`src/rtl/dmem_arb_pkg.sv`:
```
// Shared types and constants for the data-memory arbiter (dmem_arbiter).
package dmem_arb_pkg;

    localparam int DW_DEF   = 8;
    localparam int AW_DEF   = 8;
    localparam int STAT_W   = 16;
    // Wide enough for the largest legal STARVE_LIMIT (15)
    localparam int STARVE_W = 4;

    typedef enum logic [1:0] {
        ARB_CPU   = 2'd0,
        ARB_WAIT  = 2'd1,
        ARB_FORCE = 2'd2
    } arb_state_t;

endpackage

```
`src/rtl/arb_sat_counter.sv`:
```
// Saturating up-counter with synchronous clear; holds at all-ones instead of wrapping.
module arb_sat_counter #(
    parameter int W = 4
) (
    input  logic         clk,
    input  logic         reset,
    input  logic         clear,
    input  logic         inc,
    output logic [W-1:0] cnt
);

    localparam logic [W-1:0] CNT_MAX = '1;

    // Count up on inc, stop at CNT_MAX, clear has priority
    always_ff @(posedge clk or posedge reset) begin
        if (reset) begin
            cnt <= '0;
        end else if (clear) begin
            cnt <= '0;
        end else if (inc && (cnt != CNT_MAX)) begin
            cnt <= cnt + 1'b1;
        end
    end

endmodule

```
`src/rtl/dmem_arbiter.sv`:
```
// Data-memory arbiter: the MEM-stage CPU port has fixed priority over the
// aux (loader/debug) valid/ready port; a starvation counter forces an aux
// grant and stalls the pipeline for one cycle when aux has waited too long.
// Optional build macro ARB_STATS_EN adds saturating stall/aux-grant counters;
// without it stat_stalls/stat_aux are tied to zero and no counter flops exist.
module dmem_arbiter
    import dmem_arb_pkg::*;
#(
    parameter int DW           = DW_DEF,
    parameter int AW           = AW_DEF,
    parameter int STARVE_LIMIT = 4
) (
    input  logic              clk,
    input  logic              reset,
    input  logic              cpu_rd,
    input  logic              cpu_wr,
    input  logic [AW-1:0]     cpu_addr,
    input  logic [DW-1:0]     cpu_wdata,
    output logic [DW-1:0]     cpu_rdata,
    output logic              cpu_stall,
    input  logic              aux_valid,
    input  logic              aux_we,
    input  logic [AW-1:0]     aux_addr,
    input  logic [DW-1:0]     aux_wdata,
    output logic              aux_ready,
    output logic              aux_rvalid,
    output logic [DW-1:0]     aux_rdata,
    output logic              mem_re,
    output logic              mem_we,
    output logic [AW-1:0]     mem_addr,
    output logic [DW-1:0]     mem_wdata,
    input  logic [DW-1:0]     mem_rdata,
    output logic [STAT_W-1:0] stat_stalls,
    output logic [STAT_W-1:0] stat_aux
);

    localparam logic [STARVE_W-1:0] LIMIT_V = STARVE_W'(STARVE_LIMIT);

    arb_state_t          state;
    arb_state_t          state_nxt;
    logic [STARVE_W-1:0] starve_cnt;
    logic [STARVE_W-1:0] starve_inc;
    logic                cpu_req;
    logic                grant_aux;
    logic                grant_cpu;
    logic                aux_blocked;
    logic                aux_rd_acc;
    logic                rvld_p1;
    logic [DW-1:0]       rdata_p1;

    // Grant decision and memory port steering for the current cycle
    always_comb begin
        cpu_req     = cpu_rd | cpu_wr;
        grant_aux   = aux_valid & ((state == ARB_FORCE) | ~cpu_req);
        grant_cpu   = cpu_req & ~grant_aux;
        aux_blocked = aux_valid & ~grant_aux;
        aux_rd_acc  = grant_aux & ~aux_we;
        cpu_stall   = (state == ARB_FORCE) & aux_valid & cpu_req;
        aux_ready   = grant_aux;
        mem_re      = 1'b0;
        mem_we      = 1'b0;
        mem_addr    = cpu_addr;
        mem_wdata   = cpu_wdata;
        if (grant_aux) begin
            mem_re    = ~aux_we;
            mem_we    = aux_we;
            mem_addr  = aux_addr;
            mem_wdata = aux_wdata;
        end else if (grant_cpu) begin
            // A simultaneous rd+wr is resolved as a store
            mem_re = cpu_rd & ~cpu_wr;
            mem_we = cpu_wr;
        end
    end

    // Next state: ARB_CPU holds starve_cnt at 0, so +1 covers both entry and counting
    always_comb begin
        starve_inc = starve_cnt + 1'b1;
        state_nxt  = ARB_CPU;
        if (aux_blocked) begin
            state_nxt = (starve_inc == LIMIT_V) ? ARB_FORCE : ARB_WAIT;
        end
    end

    // Consecutive blocked cycles of the aux request; any grant or withdrawal restarts it
    arb_sat_counter #(.W(STARVE_W)) u_starve (
        .clk   (clk),
        .reset (reset),
        .clear (~aux_blocked),
        .inc   (aux_blocked),
        .cnt   (starve_cnt)
    );

    // Arbitration state plus the one-cycle aux read return
    always_ff @(posedge clk or posedge reset) begin
        if (reset) begin
            state    <= ARB_CPU;
            rvld_p1  <= 1'b0;
            rdata_p1 <= '0;
        end else begin
            state   <= state_nxt;
            rvld_p1 <= aux_rd_acc;
            if (aux_rd_acc) begin
                rdata_p1 <= mem_rdata;
            end
        end
    end

    assign aux_rvalid = rvld_p1;
    assign aux_rdata  = rdata_p1;
    assign cpu_rdata  = mem_rdata;

`ifdef ARB_STATS_EN
    arb_sat_counter #(.W(STAT_W)) u_stat_stalls (
        .clk   (clk),
        .reset (reset),
        .clear (1'b0),
        .inc   (cpu_stall),
        .cnt   (stat_stalls)
    );

    arb_sat_counter #(.W(STAT_W)) u_stat_aux (
        .clk   (clk),
        .reset (reset),
        .clear (1'b0),
        .inc   (grant_aux),
        .cnt   (stat_aux)
    );
`else
    assign stat_stalls = '0;
    assign stat_aux    = '0;
`endif

    // A load and a store from the MEM stage in the same cycle is a pipeline bug
    assert property (@(posedge clk) disable iff (reset) !(cpu_rd && cpu_wr));

endmodule

```
`config.mk`:
```
export PLATFORM = sky130hd
export DESIGN_NAME = dmem_arbiter
export DESIGN_NICKNAME = d
export VERILOG_FILES = /design/src/rtl/dmem_arb_pkg.sv /design/src/rtl/arb_sat_counter.sv /design/src/rtl/dmem_arbiter.sv
export SDC_FILE = /design/constraint.sdc
export NUM_CORES = 1
export LEC_CHECK = 0
export ABC_AREA = 0
export CORE_MARGIN = 4
export CORE_UTILIZATION = 28
export CTS_CLUSTER_SIZE = 16
export DETAILED_ROUTE_END_ITERATION = 6
export PLACE_DENSITY = 0.83
export SETUP_SLACK_MARGIN = 0.02
export SYNTH_ARGS = -nofsm -noshare
export SYNTH_HDL_FRONTEND = slang
export SYNTH_HIERARCHICAL = 1
export SYNTH_SLANG_ARGS = --single-unit
```
`constraint.sdc`:
```
create_clock -name clk -period 1.56 [get_ports clk]
set_clock_uncertainty 0.15 [all_clocks]
set_input_delay 0.312 -clock clk [delete_from_list [all_inputs] [get_ports clk]]
set_output_delay 0.312 -clock clk [all_outputs]
set_load 0.005 [all_outputs]
```
==> impl_metrics.yaml, run 1 <==
route:
  drc: 0
  drtIter0Drc: 9
  drt-total-wl_mm: 3.97
  postRouteAntennaNets: 0
  vias_per_cell: 4.17
  drtPass1Iterations: 4
  wl_per_cell_um: 14.6
  vias: 1131
layout:
  syn_to_final_growth_pct: 84.0
  layout-drive-gt1-share: 0.397
  nNetsFinal: 267
  mostFrequentLayoutCells: "clkdlybuf4s50_1 (41), conb_1 (32), buf_6 (26)"
  final_common_cell: "clkdlybuf4s50_1"
  fin_cells: 271
  fill_cells: 379
  antennaDiodeCount: 0
  fin_util: 0.534
pwr:
  share_comb_of_total_power: 0.407
  p_int_uw: 976
  leakagePower_uw: 0.00119
  p_switching_uw: 329
  p_sw_frac: 0.252
  pwr-share-clk: 0.237
  cellPowerDensity_nw_per_um2: 561
  total_power_uw: 1310
  peakVddDrop_mv: 0.455
  power_frac_seq: 0.357
synthesis:
  synth_seq_cells: 15
  yosys_warnings: 6
  yosysSeqAreaShare: 0.297
  synthTopCellsByArea: "dfrtp_1 (30%), buf_4 (24%), mux2_2 (13%), mux2_4 (12%), inv_1 (2.1%)"
  synth.avg_cell_area_um2: 10.4
  syn-cell-area_um2: 1260
  yosys.area.top_type: "dfrtp_1"
  synth_top_area_share: 0.297
  syn_inst: 121
  synth_cell_types: 31
status:
  status: "complete, but fails checks"
  violations: "negative setup slack"
sta:
  slew_violations: 0
  setup_tns_ns: -9.81
  grt_setup_unrepaired: "yes"
  period_share: 1.30
  worst_slack_ns: -0.468
  max_freq_mhz: 493
  setup_viol: 32
  layout_min_cycle_time_ns: 2.03
  hold_violations: 0
placement:
  place.gp.congestion: 0.823
  place_inst: 259
  io_buffers: 82
  dpl.hpwl_mm: 2.76
run:
  cap_violations: 0
floorplan:
  start_util: 0.290
  boundaryPins: 115
  core_area_um2: 4350
  dieWidth_um: 75.2
  die_h_um: 75.2
  dieArea_um2: 5650
  num_rows: 24
worst_setup_path:
  rrSetupSlack_ns: -0.29
  crit_path_start_kind: "register"
  cp-end-kind: "primary output"
  worst-setup-path-type: "reg -> out"
  crit_chain: "nor2b_4, o21ai_4, buf_8, mux2_4, buf_6"
  max_stage_delay_ns: 0.38
  path_delay_family: "flip-flops"
  crit_required_ns: 1.10
  cp.buffers_inverters: 2
  cpMaxStageDelayCell: "dfrtp_1"
  cp_max_fo: 8
  cp.arrival_ns: 1.57
cts:
  cts_inserted_buffers: 3
  cts_num_sinks: 15
  clk_pin_slew_ns: 0.06
  hold_buffers: 0
  cts_tree: "done"
  cts_htree_levels: 1
  insertion_delay_ns: 0.24
  root_buffer: "clkbuf_8"
  clk_path_buf_depth: 2
grt:
  grt_max_degree: 12
  track_usage: 0.128
  antenna_found_initial: 0
  grt_pass1_wl_mm: 5.58
  grt_pass1_vias: 1181
  grt_overflow: 0
worst_hold_path:
  hp-class: "in -> async"
worst reg2reg max path, stage by stage (launching register included):
cell     delay, ns
dfrtp_1       0.38
buf_4         0.14
buf_6         0.10
or2b_1        0.18
buf_6         0.11
nand3_4       0.07
inv_4         0.08
inv_2         0.04
a31oi_4       0.17
mux2_4        0.32
kinds of logic after synthesis:
kind of cell             share of synthesized area
other                                      0.00297
adder cells (fa/ha/maj)                    0.00990
flip-flops                                   0.297
AND/OR/NAND/NOR                              0.100
multiplexers                                 0.260
buffers and inverters                        0.267
AO/OA/AOI/OAI                               0.0624
flip-flops by register name, summed over array words and instances, names as in the netlist:
| signal | count |
|---|---|
| aux_rvalid | 1 |
| aux_rdata | 8 |
| u_starve/cnt | 4 |
| state | 2 |
synthesized netlist by cell type:
| master | number |
|---|---|
| buf_4 | 40 |
| dfrtp_1 | 15 |
| mux2_2 | 15 |
| mux2_4 | 10 |
| inv_1 | 7 |
| nor2_1 | 4 |
| a21oi_1 | 2 |
| nand2_1 | 2 |
| nand2b_1 | 2 |
| nand3_1 | 2 |
| nor3_1 | 2 |
| a211oi_1 | 1 |
| a31oi_4 | 1 |
| a32o_1 | 1 |
| and2_1 | 1 |
| and2b_1 | 1 |
| and4_1 | 1 |
| buf_6 | 1 |
| conb_1 | 1 |
| ha_1 | 1 |
| mux2i_1 | 1 |
| nand3b_1 | 1 |
| nand4_1 | 1 |
| nor2_2 | 1 |
| nor2b_1 | 1 |
| nor2b_2 | 1 |
| o21ai_0 | 1 |
| o21ai_2 | 1 |
| o21ai_4 | 1 |
| or2_2 | 1 |
| or2b_1 | 1 |
repair_timing:
item                                    in CTS  in global routing
gates resized for setup                    145                 15
gates cloned                                 3                  0
buffers inserted                             6                  2
endpoints found under the setup margin      49                 32
pin swaps                                    6                  3
per-layer routing:
metal	vias to the layer above	track usage	share of wire
met5	-	0	0
met2	66	0.247	0.52
met3	2	0.0467	0.15
li1	535	-	-
met1	528	0.131	0.33
met4	0	0.0291	0.0040
power groups by stage:
| stage | clock network, µW | registers [µW] | logic, µW |
|---|---|---|---|
| floorplan | 0 | 477 | 229 |
| global placement | 0 | 469 | 500 |
| detailed placement | 0 | 472 | 505 |
| CTS | 322 | 464 | 528 |
| global route | 343 | 471 | 575 |
| finish | 309 | 465 | 531 |
through the flow:
step / setup slack (ns) / area [µm²] / hold slack [ns]
floorplan: -0.154 / 1390 / -0.0719
global placement: -0.871 / 2080 / 0.338
detailed placement: -0.903 / 2080 / 0.345
CTS: -0.518 / 2320 / 0.133
global route: -0.517 / 2320 / 0.154
finish: -0.468 / 2320 / 0.132
area by class of cell:
type | count | area, µm² | area share
Sequential cell | 15 | 375 | 0.161
Timing Repair Buffer | 103 | 1020 | 0.437
Multi-Input combinational cell | 90 | 795 | 0.342
Inverter | 7 | 28.8 | 0.0124
Tap cell | 52 | 65.1 | 0.0280
Clock buffer | 4 | 45.0 | 0.0194
worst paths after layout:
kind / from / endpoint / cells past startpoint
max: state[1]$_DFF_PP0_ / mem_addr[1] / 5
min: reset / u_starve/cnt[3]$_DFFE_PP0P_ / 2
max reg2reg: state[1]$_DFF_PP0_ / u_starve/cnt[0]$_DFFE_PP0P_ / 9
min reg2reg: aux_rdata[1]$_DFFE_PP0P_ / aux_rdata[1]$_DFFE_PP0P_ / 1
max in group asynchronous: reset / aux_rdata[5]$_DFFE_PP0P_ / 2
min in group clk: aux_rdata[1]$_DFFE_PP0P_ / aux_rdata[1]$_DFFE_PP0P_ / 1
Power figures use the tool's default switching activity.
==> run 2, diff against run 1 <==
Settings changed: CORE_UTILIZATION 28 to 31, PLACE_DENSITY 0.83 to 0.87.
Clock period 1.56 ns to 2 ns, I/O delays scaled along.
==> run 2 against run 1 <==
  * Register-to-register slack improved by 0.52 ns
  * Critical path depth grew 1
  * The flow still finishes with violations (negative setup slack)
  * Sequential share of layout area increased by 0.86 points
  * Die area down 8.7%
  * First-iteration DRC count increased by 44%
  * Critical endpoint is now mem_addr[0]
==> impl_metrics.yaml, run 2 (same netlist as run 1, synthesis figures left out) <==
status:
  status: "complete, but fails checks"
  violations: "negative setup slack"
layout:
  regArea_um2: 375
  nNetsFinal: 264
  antennaDiodeCount: 0
  final_common_cell: "clkdlybuf4s50_1"
  largest_register_ffs: 8
  layout-drive-gt1-share: 0.356
  fill_cells: 312
  mostFrequentLayoutCells: "clkdlybuf4s50_1 (57), conb_1 (32), buf_6 (24)"
  multiInputGateArea_um2: 708
  fin_area_um2: 2210
  syn_to_final_growth_pct: 74.7
  fin_util: 0.581
cts:
  cts_num_sinks: 15
  hold_buffers: 0
  cts_tree: "done"
  clk_pin_slew_ns: 0.06
  cts_inserted_buffers: 3
  cts_htree_levels: 1
  insertion_delay_ns: 0.25
  root_buffer: "clkbuf_8"
  clk_path_buf_depth: 2
worst_setup_path:
  worst-setup-path-type: "reg -> out"
  crit_required_ns: 1.45
  crit_path_end: "mem_addr[0]"
  worst-r2r-cell-count: 7
  cpMaxStageDelayCell: "dfrtp_1"
  crit_top_cell: "buf_6"
  crit_path_start_kind: "register"
  cp_max_fo: 5
  max_stage_delay_ns: 0.38
  reg2reg_to: "u_starve/cnt[0]$_DFFE_PP0P_"
  r2r_start: "state[1]$_DFF_PP0_"
  cp.arrival_ns: 1.60
  cp-end-kind: "primary output"
  worstSetupStartpoint: "state[1]$_DFF_PP0_"
  rrSetupSlack_ns: 0.23
  crit_chain: "nor2b_4, o21ai_4, buf_6, buf_6, mux2_4, buf_6"
grt:
  grt_max_degree: 12
  track_usage: 0.127
  grt_overflow: 0
  grt_pass1_vias: 1102
  grt_pass1_wl_mm: 5.24
  antenna_found_initial: 0
sta:
  layout_min_cycle_time_ns: 2.15
  slew_violations: 0
  max_freq_mhz: 465
  setup_viol: 16
  grt_setup_unrepaired: "yes"
  hold_violations: 0
  worst_slack_ns: -0.150
  period_share: 1.07
floorplan:
  die_h_um: 71.8
  num_rows: 22
  dieArea_um2: 5160
  dieWidth_um: 71.8
  boundaryPins: 115
  start_util: 0.333
  core_area_um2: 3800
pwr:
  pwr-share-clk: 0.243
  p_sw_frac: 0.252
  share_comb_of_total_power: 0.403
  p_switching_uw: 258
  p_int_uw: 768
  leakagePower_uw: 0.00111
  peakVddDrop_mv: 0.584
  cellPowerDensity_nw_per_um2: 465
  power_frac_seq: 0.355
route:
  vias_per_cell: 4.12
  drtIter0Drc: 13
  drt-total-wl_mm: 3.53
  postRouteAntennaNets: 0
  wl_per_cell_um: 13.4
  drtPass1Iterations: 2
  drc: 0
  vias: 1088
run:
  cap_violations: 0
placement:
  placed_area_um2: 2040
  dpl.hpwl_mm: 2.73
  place.gp.congestion: 0.725
  dp_slack_ns: -0.692
  io_buffers: 82
worst_hold_path:
  hp-class: "in -> async"
run 2: cell types whose count changed in the layout (fill, tap and decap cells not counted), sizes merged:
cell / delta
buf: -3
clkbuf: +1
clkdlybuf4s15: -1
clkdlybuf4s50: +16
clkinv: +1
dlygate4sd2: -17
dlymetal6s2s: +1
o21ai: -1
run 2: power groups by stage:
| stage | logic [µW] | registers (µW) | clock network (µW) |
|---|---|---|---|
| floorplan | 178 | 371 | 0 |
| global placement | 383 | 367 | 0 |
| detailed placement | 388 | 369 | 0 |
| CTS | 421 | 364 | 255 |
| global route | 445 | 370 | 274 |
| finish | 413 | 364 | 249 |
run 2: final cells by class:
cell class                      instances  area share
Inverter                                7      0.0119
Sequential cell                        15       0.170
Timing Repair Buffer                  101       0.449
Multi-Input combinational cell         89       0.321
Clock inverter                          1     0.00227
Clock buffer                            3      0.0187
Tap cell                               48      0.0272
run 2: worst max-delay path: cells and delay by family, from the launching register on:
kind / cells / cell delay [ns]
AOI/OAI and AO/OA: 1 / 0.17
buffers and inverters: 3 / 0.37
DFF: 1 / 0.38
muxes: 1 / 0.29
and+or+nand+nor: 1 / 0.14
run 2: worst min path at each step:
stage | from | endpoint | depth (start not counted)
floorplan | reset | u_starve/cnt[0]$_DFFE_PP0P_ | 1
detailed placement | aux_rdata[7]$_DFFE_PP0P_ | aux_rdata[7]$_DFFE_PP0P_ | 1
CTS | reset | u_starve/cnt[1]$_DFFE_PP0P_ | 2
finish | reset | u_starve/cnt[1]$_DFFE_PP0P_ | 2
global placement | aux_rdata[5]$_DFFE_PP0P_ | aux_rdata[5]$_DFFE_PP0P_ | 1
global route | reset | u_starve/cnt[1]$_DFFE_PP0P_ | 2
run 2: stage by stage:
stage / setup TNS, ns / std cells / hold slack [ns] / power (µW)
final: -1.53 / 264 / 0.216 / 1030
after global routing: -2.35 / 264 / 0.229 / 1090
after CTS: -2.48 / 266 / 0.218 / 1040
after detailed placement: -14.96 / 252 / 0.343 / 756
after global placement: -14.35 / 252 / 0.336 / 750
after floorplan: 0 / 152 / 0.0161 / 549
run 2: timing repair:
| action | CTS | global route |
|---|---|---|
| endpoints found under the hold margin | 0 | 0 |
| endpoints found under the setup margin | 21 | 21 |
| setup buffers | 9 | 0 |
| pin swaps | 3 | 2 |
| gates cloned | 1 | 0 |
| resized for setup | 115 | 8 |
run 2: routing by layer:
| layer | vias to the layer above | global-route usage | wire length, µm |
|---|---|---|---|
| met2 | 69 | 0.220 | 1730 |
| met4 | 0 | 0.0376 | 31 |
| met5 | - | 0 | 0 |
| met3 | 5 | 0.0449 | 395 |
| met1 | 492 | 0.147 | 1370 |
| li1 | 522 | - | - |
==> run 3, diff against run 2 <==
Settings changed: GPL_ROUTABILITY_DRIVEN from default to 1.
==> results of run 3 <==
Same layout as run 2: the final DEF is identical, and so are final timing and power.
==> patch 1 (flow settings as in run 3) <==
The 3 states of `arb_state_t` get a one-hot encoding in 3 bits.
--- a/src/rtl/dmem_arb_pkg.sv
+++ b/src/rtl/dmem_arb_pkg.sv
@@ -9,6 +9,6 @@
 
-    typedef enum logic [1:0] {
-        ARB_CPU   = 2'd0,
-        ARB_WAIT  = 2'd1,
-        ARB_FORCE = 2'd2
+    typedef enum logic [2:0] {
+        ARB_CPU   = 3'b001,
+        ARB_WAIT  = 3'b010,
+        ARB_FORCE = 3'b100
     } arb_state_t;
Function: same outputs for any inputs over 10 cycles, from zero or initial values and one cycle with reset high; not proved beyond that.
==> patch 1 against run 3 <==
  * The flow still finishes with violations (setup timing)
  * Worst setup slack got worse by 0.11 ns
  * Non-clock buffer count decreased by 6
  * Die area increased by 2.5%
  * Final cell count decreased by 1.9%
  * Synthesized area rose by 2.9%
  * Design area fell by 0.11%
  * Sequential cell count rose by 1
  * Routed wire length fell by 2.4%
  * Total power increased by 2.2%
  * Sequential share of layout area grew 1.2 points
  * Critical endpoint is now mem_addr[6]
==> patch 1: results (changes against run 3) <==
INFO  status         status=finished with violations [unchanged]
INFO  status         failed_checks=setup timing [unchanged]
INFO  layout         finalNetCount=257 [was 264]
INFO  synthesis      synth_sequential_area_ratio=30.9% [was 29.7%]
INFO  global_route   grt_start_max_net_pins=13 [was 12]
INFO  worst_setup_path worst_ep_arrival_time=1.71ns [was 1.60 ns]
INFO  global_route   grt_usage=11.7% [was 12.7%]
INFO  placed_design  placedInstanceArea=2070um2 [was 2040 um2]
INFO  global_route   first_global_vias=1072 [was 1102]
INFO  synthesis      synth_cell_types=30 [was 31]
INFO  worst_setup_path maximum_fanout_along_the_worst_path=3 [was 5]
INFO  power_and_ir_drop ir_worst_vdd=0.372mV [was 0.584 mV]
INFO  routing        detail_route.first_pass.iterations=4 [was 2]
INFO  placed_design  finalWeightedCongestion=0.769 [was 0.725]
INFO  sta            setup_slack=-0.256ns [was -0.150 ns]
INFO  layout         fill_cells=356 [was 312]
INFO  sta            final_min_period_over_clock_period=113% [was 107%]
INFO  placed_design  post-dp-hpwl=2760um [was 2730 um]
INFO  global_route   first_pass_grt_wire_length=4960um [was 5240 um]
INFO  routing        met2_length=1800um [was 1730 um]
INFO  clock_network  cts_repair_resize_count=109 [was 115]
INFO  routing        wirelength_met1=1260um [was 1370 um]
INFO  layout         share_of_layout_cells_above_drive_strength_1=34.4% [was 35.6%]
INFO  worst_setup_path highest_delay_cell_along_the_critical_path=dfstp_2 [was dfrtp_1]
INFO  routing        detailroute.wirelength.met3=370um [was 395 um]
INFO  sta            finalSetupViolCount=19 [was 16]
INFO  routing        drt-wirelength-per-cell=13.3um [was 13.4 um]
[patch 1: stage by stage]
| step | power [W] | hold WS [ns] | instances | TNS, ns | util, % |
|---|---|---|---|---|---|
| 5_1_grt | 0.00110 | 0.224 | 259 | -5.04 | 54.7 |
| 3_5_place_dp | 0.000786 | 0.342 | 252 | -14.71 | 51.4 |
| 2_1_floorplan | 0.000575 | 0.0161 | 151 | 0 | - |
| 6_report | 0.00105 | 0.203 | 259 | -3.88 | 54.7 |
| 3_3_place_gp | 0.000772 | 0.337 | 252 | -13.87 | 51.4 |
| 4_1_cts | 0.00107 | 0.203 | 262 | -5.23 | 55.8 |
[patch 1: metal layers]
metal  up-vias  GRT usage [%]
met4         0           3.07
li1        510              -
met2        61           22.1
met1       476           13.2
met3         2           2.48
met5         -              0
[patch 1: power by group]
part | switching [W] | internal [W]
Combinational | 0.000127 | 0.000283
Sequential | 0.0000223 | 0.000366
Clock | 0.000109 | 0.000141
Total | 0.000259 | 0.000790
[patch 1: final timing paths]
check                      slack [ns]              end          from
min reg2reg                      0.36     aux_rdata[2]  aux_rdata[2]
max                             -0.26      mem_addr[6]      state[0]
max in group asynchronous        1.03         state[0]         reset
max reg2reg                      0.11  u_starve/cnt[0]      state[1]
min in group clk                 0.36     aux_rdata[2]  aux_rdata[2]
min                              0.20  u_starve/cnt[0]         reset
[patch 1: kinds of logic after synthesis]
kind of cell | synth area share, %
other cells | 0.288
flops | 30.9
compound gates | 6.06
buf+inv | 26.3
fa+ha+maj | 0.962
mux | 25.3
simple gates | 10.2
[patch 1: cell type report]
type,count,area [um2],area share (%)
inverters,7,28.8,1.31
well taps,50,62.6,2.84
repair buffers,95,956,43.4
flip-flops and latches,16,402,18.2
multi-input cells,87,711,32.2
clock buffers,4,45.0,2.04
==> patch 2 (flow settings as in run 3) <==
Made on the original files. Build with the macro `ARB_STATS_EN` defined.
--- a/src/rtl/dmem_arbiter.sv
+++ b/src/rtl/dmem_arbiter.sv
@@ -5,2 +5,4 @@
 // without it stat_stalls/stat_aux are tied to zero and no counter flops exist.
+`define ARB_STATS_EN
+
 module dmem_arbiter
Function: changed (Yosys sat finds a counterexample within 4 cycles, from zero or initial values and one cycle with reset high).
==> patch 2 against run 3 <==
  * The flow still finishes with violations (setup timing)
  * Sequential cell count up 32
  * Worst setup slack worse by 0.16 ns
  * Total power grew 120%
  * Sequential share of layout area rose by 5.8 points
  * Register-to-register slack worse by 0.54 ns
  * Synthesized area rose by 130%
  * Combinational power is 15% higher
  * Routed wire length rose to 2.6 times the old value
  * Maximum frequency down 6.8%
  * Design area is 130% higher
  * Worst hold slack better by 0.061 ns
  * Count of clock-buffer cells in the layout grew 3
  * First-iteration DRC count rose to 6.6 times the old value
==> patch 2: results (changes against run 3) <==
INFO  status         status=finished with violations [unchanged]
INFO  status         failed_checks=setup timing [unchanged]
INFO  synthesis      synth.top_cells.by_area=dfrtp_1 (41%), mux2_2 (7.4%), mux2_4 (5.2%) [was dfrtp_1 (30%), buf_4 (24%), mux2_2 (13%)]
INFO  sta            fin_setup_tns=-7.00ns [was -1.53 ns]
INFO  layout         buffer_area_share=35.3% [was 44.9%]
INFO  worst_setup_path timing.critical_path.max_delay_family=simple AND/OR/NAND/NOR gates [was flip-flops]
INFO  routing        met2_length=5130um [was 1730 um]
INFO  routing        route.final.wire_length=9340um [was 3530 um]
INFO  layout         multi_input_combinational_cell_count=215 [was 89]
INFO  global_route   grt.met2_usage=30.1% [was 22.0%]
INFO  layout         multi_input_area_share=35.8% [was 32.1%]
INFO  clock_network  number_of_cts_inserted_buffers=5 [was 3]
INFO  layout         fill_cells=724 [was 312]
INFO  sta            timing.hold.ws=0.277ns [was 0.216 ns]
INFO  routing        detail_route.vias_per_cell=5.30 [was 4.12]
INFO  power_and_ir_drop power_switching_share=23.8% [was 25.2%]
INFO  worst_setup_path cp-end-kind=flip-flop [was output pin]
INFO  worst_setup_path critPathMaxStageDelay=0.44ns [was 0.38 ns]
INFO  layout         finalNetCount=515 [was 264]
INFO  placed_design  placedInstanceArea=4470um2 [was 2040 um2]
INFO  layout         total_of_plain_and_repair_buffers_excluding_clock_buffers=184 [was 101]
INFO  power_and_ir_drop power.leakage=2.15nW [was 1.11 nW]
INFO  routing        wirelength_met1=3580um [was 1370 um]
INFO  synthesis      yosys.area_share.adder=1.30% [was 0.990%]
INFO  placed_design  post-dp-hpwl=6510um [was 2730 um]
INFO  power_and_ir_drop comb-power=0.000476W [was 0.000413 W]
INFO  synthesis      synth_sequential_area_ratio=40.7% [was 29.7%]
INFO  clock_network  worst_setup_hold_path_clk_slew=0.10ns [was 0.06 ns]
INFO  sta            setup_slack=-0.307ns [was -0.150 ns]
INFO  global_route   use_met3=3.85% [was 4.49%]
INFO  layout         clock_cell_area_share=2.35% [was 2.10%]
INFO  worst_setup_path maximum_fanout_along_the_worst_path=7 [was 5]
INFO  global_route   grt_start_max_net_pins=20 [was 12]
INFO  power_and_ir_drop clock_power_share=33.9% [was 24.3%]
INFO  power_and_ir_drop ir_worst_vdd=0.423mV [was 0.584 mV]
INFO  synthesis      synth.top_cells.by_count=dfrtp_1 (47), a21oi_1 (26), mux2_2 (19), nand3_1 (16), nand2_1 (14) [was buf_4 (40), dfrtp_1 (15), mux2_2 (15), mux2_4 (10), inv_1 (7)]
INFO  synthesis      post_synth_mux_area_share=13.6% [was 26.0%]
INFO  routing        detailroute.wirelength.met3=559um [was 395 um]
INFO  placed_design  finalWeightedCongestion=0.857 [was 0.725]
INFO  placed_design  buffer_ports.inserted=114 [was 82]
INFO  sta            finalSetupViolCount=38 [was 16]
INFO  power_and_ir_drop power-per-cell-area=436nW/um2 [was 465 nW/um2]
INFO  routing        detail_route.first_pass.iterations=4 [was 2]
INFO  global_route   use_met1=17.9% [was 14.7%]
INFO  synthesis      synth_cell_types=44 [was 31]
INFO  global_route   grt_usage=15.9% [was 12.7%]
==> patch 2: cell count changes after synthesis, moves of 10 or more <==
cell / before / now
o31ai_1: 0 / 10
a21oi_1: 2 / 26
o21ai_0: 1 / 11
nand2_1: 2 / 14
dfrtp_1: 15 / 47
or4_1: 0 / 12
buf_4: 40 / 10
nand3_1: 2 / 16
or3_1: 0 / 12
==> patch 2: metrics by stage <==
| stage | util (%) | total power [W] | cells | worst slack, ns |
|---|---|---|---|---|
| 2_1_floorplan | - | 0.00119 | 292 | -0.302 |
| 4_1_cts | 55.2 | 0.00226 | 569 | -0.275 |
| 5_1_grt | 58.2 | 0.00234 | 575 | -0.378 |
| 3_5_place_dp | 50.2 | 0.00146 | 546 | -0.749 |
| 6_report | 58.2 | 0.00226 | 575 | -0.307 |
| 3_3_place_gp | 50.2 | 0.00145 | 546 | -0.692 |
==> patch 2: repair_timing <==
item                       in CTS  in global routing
resized for setup             144                 59
cloned                          1                  0
buffers inserted               14                 11
setup endpoints to repair      47                 54
pin swaps                      10                 20
